[src/rtl/apple1_pkg.sv]
// Shared RAM-arbitration definitions: read-tag encoding, RAM address width and
// the throttle-counter width helper.
package apple1_pkg;

   localparam int unsigned RAM_ADDR_WIDTH = 13;

   typedef enum logic [1:0] {
      TAG_NONE   = 2'd0,
      TAG_CPU_RD = 2'd1,
      TAG_DMA_RD = 2'd2
   } tag_e;

   // Unlimited mode (0) still needs a 1-bit counter to stay legal
   function automatic int unsigned cnt_width(input int unsigned max_per_slot);
      return (max_per_slot == 0) ? 1 : $clog2(max_per_slot + 1);
   endfunction

endpackage

[src/rtl/ram_port_arbiter_if.sv]
// CPU, DMA and RAM-side signals of the RAM port arbiter. The master modport is the
// requester/RAM environment; the slave modport is the arbiter itself.
interface ram_port_arbiter_if
   import apple1_pkg::*;
#(
   parameter int unsigned ADDR_WIDTH = RAM_ADDR_WIDTH
);
   logic                  cpu_clken;
   logic                  cpu_cs;
   logic                  cpu_we;
   logic [ADDR_WIDTH-1:0] cpu_addr;
   logic [7:0]            cpu_wdata;
   logic [7:0]            cpu_rdata;
   logic                  dma_req;
   logic                  dma_we;
   logic [ADDR_WIDTH-1:0] dma_addr;
   logic [7:0]            dma_wdata;
   logic                  dma_ack;
   logic [7:0]            dma_rdata;
   logic                  dma_rvalid;
   logic [ADDR_WIDTH-1:0] ram_addr;
   logic                  ram_w_en;
   logic [7:0]            ram_din;
   logic [7:0]            ram_dout;

   modport master (
      output cpu_clken, cpu_cs, cpu_we, cpu_addr, cpu_wdata,
      output dma_req, dma_we, dma_addr, dma_wdata,
      output ram_dout,
      input  cpu_rdata, dma_ack, dma_rdata, dma_rvalid,
      input  ram_addr, ram_w_en, ram_din
   );

   modport slave (
      input  cpu_clken, cpu_cs, cpu_we, cpu_addr, cpu_wdata,
      input  dma_req, dma_we, dma_addr, dma_wdata,
      input  ram_dout,
      output cpu_rdata, dma_ack, dma_rdata, dma_rvalid,
      output ram_addr, ram_w_en, ram_din
   );

endinterface

[src/rtl/ram_port_arbiter.sv]
// Shares the single-port system RAM between the CPU (fixed cpu_clken slot) and a
// throttled DMA port; read data is steered back to its owner by a registered tag.
module ram_port_arbiter
   import apple1_pkg::*;
#(
   parameter int unsigned ADDR_WIDTH       = RAM_ADDR_WIDTH,
   parameter int unsigned DMA_MAX_PER_SLOT = 8
) (
   input logic               clk25,
   input logic               reset,
   ram_port_arbiter_if.slave bus
);

   localparam int unsigned     CntW   = cnt_width(DMA_MAX_PER_SLOT);
   localparam logic [CntW-1:0] CntMax = CntW'(DMA_MAX_PER_SLOT);

   tag_e                  tag_q, tag_d;
   logic [CntW-1:0]       count_q, count_d;
   logic [7:0]            cpu_rdata_q, dma_rdata_q;
   logic                  dma_rvalid_q;
   logic                  cpu_own, dma_own, throttled;
   logic [ADDR_WIDTH-1:0] addr_mux;
   logic                  w_en_mux;
   logic [7:0]            din_mux;

   always_comb begin
      throttled = (DMA_MAX_PER_SLOT != 0) && (count_q == CntMax);
      cpu_own   = bus.cpu_clken & bus.cpu_cs;
      // The clken cycle stays reserved for the CPU even when it is not selecting RAM
      dma_own   = bus.dma_req & ~bus.cpu_clken & ~throttled & ~reset;

      addr_mux = bus.cpu_addr;
      w_en_mux = 1'b0;
      din_mux  = bus.cpu_wdata;
      tag_d    = TAG_NONE;
      if (cpu_own) begin
         w_en_mux = bus.cpu_we;
         tag_d    = bus.cpu_we ? TAG_NONE : TAG_CPU_RD;
      end else if (dma_own) begin
         addr_mux = bus.dma_addr;
         w_en_mux = bus.dma_we;
         din_mux  = bus.dma_wdata;
         tag_d    = bus.dma_we ? TAG_NONE : TAG_DMA_RD;
      end

      count_d = count_q;
      if (bus.cpu_clken) begin
         count_d = '0;
      end else if (dma_own && (count_q != '1)) begin
         count_d = count_q + 1'b1;
      end
   end

   always_ff @(posedge clk25) begin
      if (reset) begin
         tag_q        <= TAG_NONE;
         count_q      <= '0;
         cpu_rdata_q  <= 8'h00;
         dma_rdata_q  <= 8'h00;
         dma_rvalid_q <= 1'b0;
      end else begin
         tag_q        <= tag_d;
         count_q      <= count_d;
         dma_rvalid_q <= (tag_q == TAG_DMA_RD);
         if (tag_q == TAG_CPU_RD) cpu_rdata_q <= bus.ram_dout;
         if (tag_q == TAG_DMA_RD) dma_rdata_q <= bus.ram_dout;
      end
   end

   assign bus.ram_addr   = addr_mux;
   assign bus.ram_w_en   = w_en_mux;
   assign bus.ram_din    = din_mux;
   assign bus.dma_ack    = dma_own;
   assign bus.cpu_rdata  = cpu_rdata_q;
   assign bus.dma_rdata  = dma_rdata_q;
   assign bus.dma_rvalid = dma_rvalid_q;

endmodule

[src/flat_wrapper.sv]
// flat-port wrapper written by rule: the top's interface ports become plain ports
module ram_port_arbiter_flat import apple1_pkg::*;
#(
   parameter int unsigned ADDR_WIDTH       = RAM_ADDR_WIDTH,
   parameter int unsigned DMA_MAX_PER_SLOT = 8
)
  (clk25, reset, bus_cpu_clken, bus_cpu_cs, bus_cpu_we, bus_cpu_addr, bus_cpu_wdata, bus_dma_req, bus_dma_we, bus_dma_addr, bus_dma_wdata, bus_ram_dout, bus_cpu_rdata, bus_dma_ack, bus_dma_rdata, bus_dma_rvalid, bus_ram_addr, bus_ram_w_en, bus_ram_din);
  ram_port_arbiter_if #(.ADDR_WIDTH(ADDR_WIDTH)) bus_i ();
  input logic clk25;
  input logic reset;
  input wire logic [$bits(bus_i.cpu_clken)-1:0] bus_cpu_clken;
  input wire logic [$bits(bus_i.cpu_cs)-1:0] bus_cpu_cs;
  input wire logic [$bits(bus_i.cpu_we)-1:0] bus_cpu_we;
  input wire logic [$bits(bus_i.cpu_addr)-1:0] bus_cpu_addr;
  input wire logic [$bits(bus_i.cpu_wdata)-1:0] bus_cpu_wdata;
  input wire logic [$bits(bus_i.dma_req)-1:0] bus_dma_req;
  input wire logic [$bits(bus_i.dma_we)-1:0] bus_dma_we;
  input wire logic [$bits(bus_i.dma_addr)-1:0] bus_dma_addr;
  input wire logic [$bits(bus_i.dma_wdata)-1:0] bus_dma_wdata;
  input wire logic [$bits(bus_i.ram_dout)-1:0] bus_ram_dout;
  output wire logic [$bits(bus_i.cpu_rdata)-1:0] bus_cpu_rdata;
  output wire logic [$bits(bus_i.dma_ack)-1:0] bus_dma_ack;
  output wire logic [$bits(bus_i.dma_rdata)-1:0] bus_dma_rdata;
  output wire logic [$bits(bus_i.dma_rvalid)-1:0] bus_dma_rvalid;
  output wire logic [$bits(bus_i.ram_addr)-1:0] bus_ram_addr;
  output wire logic [$bits(bus_i.ram_w_en)-1:0] bus_ram_w_en;
  output wire logic [$bits(bus_i.ram_din)-1:0] bus_ram_din;
  assign bus_i.cpu_clken = bus_cpu_clken;
  assign bus_i.cpu_cs = bus_cpu_cs;
  assign bus_i.cpu_we = bus_cpu_we;
  assign bus_i.cpu_addr = bus_cpu_addr;
  assign bus_i.cpu_wdata = bus_cpu_wdata;
  assign bus_i.dma_req = bus_dma_req;
  assign bus_i.dma_we = bus_dma_we;
  assign bus_i.dma_addr = bus_dma_addr;
  assign bus_i.dma_wdata = bus_dma_wdata;
  assign bus_i.ram_dout = bus_ram_dout;
  assign bus_cpu_rdata = bus_i.cpu_rdata;
  assign bus_dma_ack = bus_i.dma_ack;
  assign bus_dma_rdata = bus_i.dma_rdata;
  assign bus_dma_rvalid = bus_i.dma_rvalid;
  assign bus_ram_addr = bus_i.ram_addr;
  assign bus_ram_w_en = bus_i.ram_w_en;
  assign bus_ram_din = bus_i.ram_din;
  ram_port_arbiter #(.ADDR_WIDTH(ADDR_WIDTH), .DMA_MAX_PER_SLOT(DMA_MAX_PER_SLOT)) u_core (.clk25(clk25), .reset(reset), .bus(bus_i));
endmodule
[config.mk]
export PLATFORM = sky130hd
export DESIGN_NAME = ram_port_arbiter_flat
export DESIGN_NICKNAME = d
export VERILOG_FILES = /design/src/rtl/apple1_pkg.sv /design/src/rtl/ram_port_arbiter_if.sv /design/src/rtl/ram_port_arbiter.sv /design/src/flat_wrapper.sv
export SDC_FILE = /design/constraint.sdc
export NUM_CORES = 1
export LEC_CHECK = 0
export CORE_MARGIN = 1
export CORE_UTILIZATION = 35
export CTS_CLUSTER_DIAMETER = 40
export CTS_CLUSTER_SIZE = 40
export DETAILED_ROUTE_END_ITERATION = 8
export PLACE_DENSITY = 0.84
export SYNTH_ARGS = -nofsm -noshare
export SYNTH_HDL_FRONTEND = slang
export SYNTH_SLANG_ARGS = --single-unit
[constraint.sdc]
create_clock -name clk25 -period 2.4 [get_ports clk25]
set_input_delay 0.36 -clock clk25 [delete_from_list [all_inputs] [get_ports clk25]]
set_output_delay 0.36 -clock clk25 [all_outputs]
set_load 0.03 [all_outputs]
==> run summary <==
The flow ran to the end, and the final reports show no timing, DRC or antenna violations. By startpoint and endpoint, the worst setup path is classified as in -> out. The minimum setup slack after placement is -320 ps, and the post-synthesis average cell area is 10.0 um^2.

The tools report the first-iteration detailed-routing DRC count as 17. Measured along the x axis, the die boundary spans 61.4 um. Clock-pin slew was measured on the worst setup and hold paths at 110 ps.

The die covers 3770 um^2. Counting every instance in the synthesized netlist gives 123. The detailed router placed 1223 vias in this run.

The worst hold path passes through 2 cells. The total DRC errors in the routed layout came out at 0. Of all flip-flops after synthesis, the portion carrying an async set or reset was 0%. For the count of clock tree sinks, the log shows 23. For the number of cell rows, the log shows 21. Tracing the worst setup path back leads to its startpoint at reset. Setup repair after global routing left no endpoint under its margin. The category of the worst setup path launch point was an input port. The CTS H-tree depth is 1. Worst hold path startpoint: u_core.bus.dma_rdata[7]$_SDFFE_PP0P_.

The startpoint identified for the worst register-to-register timing path is u_core.count_q[1]$_SDFFE_PP0P_. 0 antenna diodes ended up in the layout. The relative area change from synthesis to final layout is 82.7%, and the total iterations of the first detailed-routing run is 4. The finished layout cell area is 2250 um^2, and the final setup TNS is 0 ps.

The number of clock buffers added by TritonCTS is 3. Between clock sinks in the finished design, the worst skew comes to 2.84 ps. The run gives 2.91 mm as the half-perimeter wire length after detailed placement.

Synthesis instantiated 26 different standard cells from the library. The total of fill cells in the finished design is 314. Power spread over the standard cell area amounts to 385 nW/um^2.

The logs give 5.23 mm for the global-route wire length before repair and 1127 for the number of global-route vias before repair. Power comes to 0.868 mW. At the end of routability-driven placement, the weighted congestion stood at 0.802. The logs give 0 for the number of max-cap violations and 3360 um^2 for the area inside the core boundary. Across every metal layer, demand over resource in global routing totals 19.1%. Leaving out filler cells and counting taps, the final layout contains 271.

The logs give 0 for the number of nets with antenna violations after detailed routing and 2 for the clock tree buffer depth. From bottom edge to top edge, the die measures 61.4 um. The share of the clock period used by the worst path after layout was 96.5%; the static power due to leakage was 1.02 nW.

The clock network latency to the later pin of the worst-skew pair was 300 ps; the final number of setup-violating endpoints was 0. For the final design utilization, the log shows 67.0%. The run gives 2230 um^2 as the area of placed instances. The number of buffers added on ports is 96.

Yosys mapped a number of flops with a built-in enable equal to 0. The flip-flop and latch count after synthesis was 23; the required time reported for the critical path endpoint was 2040 ps. The signal arrival time at the worst endpoint is 1960 ps, and the path depth of the worst reg2reg path is 6. Entering global routing, the biggest net connects 20 pins. TritonCTS built the clock tree. After detailed routing, the total wire length is 3.73 mm.

Worst slack on hold paths: 463 ps. For the pin with the worst max-slew slack, the measured transition is 599 ps. Once routing completed, OpenROAD measured the worst setup slack at 84.8 ps. Summing the sequential cell areas from Yosys gives 37.3% of the chip area.

The net count reported at finish was 285. The tools report the type of element capturing the critical path as a primary output. The proportion of layout cells with a drive suffix above 1 is 25.3%, and the remaining global-route overflow is 0. Based on the critical path, the design can be clocked at up to 0.432 GHz. For this run, the number of Yosys warnings is 0. The logs give 182 for the net count after synthesis and 97 for the number of primary I/O pins.

The path class of the tightest hold or removal check is reg -> reg. In this run the worst path has a maximum fanout of 10. The most used flip-flop cell after synthesis is dfxtp_1. Once placement completed, the tool counted placed cells totaling 263.

The tools report the initial antenna violation count as 0. After detailed routing, the average wire length per cell comes to 13.7 um. The effective utilization at floorplan is 36.7%, and the post-synth design cell area is 1230 um^2. The final number of max-transition violations is 0. The run gives 439 uV as the peak supply drop. The number of hold-slack violations in the final timing report is 0. The clock root buffer was clkbuf_4.

The tools report the relative slew slack as 60.0%. The via density per instance was 4.51. The clock period could shrink to 2320 ps.
critical path, cell delays in order:
cell and delay [ps]:
clkdlybuf4s50_1 460, nor3b_4 240, buf_12 150, nand2_8 90, mux2_4 300, clkdlybuf4s15_1 340
cells in the mapped netlist (all sizes together), types with 2 or more instances:
cell | count | area share [%]
nand2 | 22 | 7.3
inv | 4 | 1.2
nor2 | 11 | 3.3
buf | 6 | 3.2
dfxtp | 23 | 37
mux2 | 21 | 25
ha | 2 | 2.0
a21oi | 8 | 3.2
nand3 | 2 | 0.81
nand2b | 2 | 1.0
mux2i | 11 | 8.9
logic make-up (layout without fill, tap and decap cells):
family | Yosys count | in the layout | share of synthesized area [%]
multiplexers | 32 | 32 | 33.6
AO/OA/AOI/OAI | 12 | 12 | 5.78
buffers and inverters | 11 | 112 | 4.77
adder cells (fa/ha/maj) | 2 | 2 | 2.03
flip-flops | 23 | 23 | 37.3
AND/OR/NAND/NOR | 43 | 44 | 16.5
layer usage:
metal	global-route usage, %	vias up	part of all wire (%)
met5	0	-	0
met4	2.86	0	0.54
met3	4.41	2	5.5
met2	34.0	31	53
met1	24.0	566	41
li1	-	624	-
report_power, final:
group | switching (mW) | internal, mW | total (mW) | leakage (nW)
clock | 0.107 | 0.0648 | 0.172 | 0.0150
sequential | 0.00422 | 0.390 | 0.394 | 0.186
combinational | 0.136 | 0.166 | 0.302 | 0.818
total | 0.247 | 0.621 | 0.868 | 1.02
timing repair:
action | in CTS | in global routing
hold buffers | 0 | 0
cloned | 1 | 0
pin swaps | 1 | 0
endpoints found under the setup margin | 19 | 20
buffers inserted | 3 | 0
gates resized for setup | 18 | 34
final cells by class:
cell class	count	area, um^2	area share [%]
Inverter	4	15.0	0.666
Timing Repair Buffer	104	951	42.2
Sequential cell	23	460	20.4
Multi-Input combinational cell	90	743	33.0
Clock buffer	4	26.3	1.17
Tap cell	46	57.6	2.55
sequential cells by signal, summed over array words and instances, names as in the netlist:
name	flops
u_core.bus.cpu_rdata	8
u_core.bus.dma_rdata	8
u_core.count_q	4
u_core.tag_q	2
u_core.bus.dma_rvalid	1
layout by cell type, fill, tap and decap left out, types with 3 or more instances in the layout:
cell type / count
dfxtp_1: 23
a21oi_1: 8
mux2i_1: 11
clkbuf_2: 16
buf_4: 12
mux2_2: 3
nand2_1: 21
inv_1: 4
clkdlybuf4s50_1: 73
clkbuf_4: 3
mux2_4: 18
nor2_1: 11
worst paths after layout:
| path | end | slack, ps |
|---|---|---|
| max | bus_ram_din[1] | 80 |
| min | u_core.bus.dma_rdata[7]$_SDFFE_PP0P_ | 460 |
| max reg2reg | u_core.count_q[0]$_SDFFE_PP0P_ | 1130 |
| min reg2reg | u_core.bus.dma_rdata[7]$_SDFFE_PP0P_ | 460 |
Power figures use the tool's default switching activity.
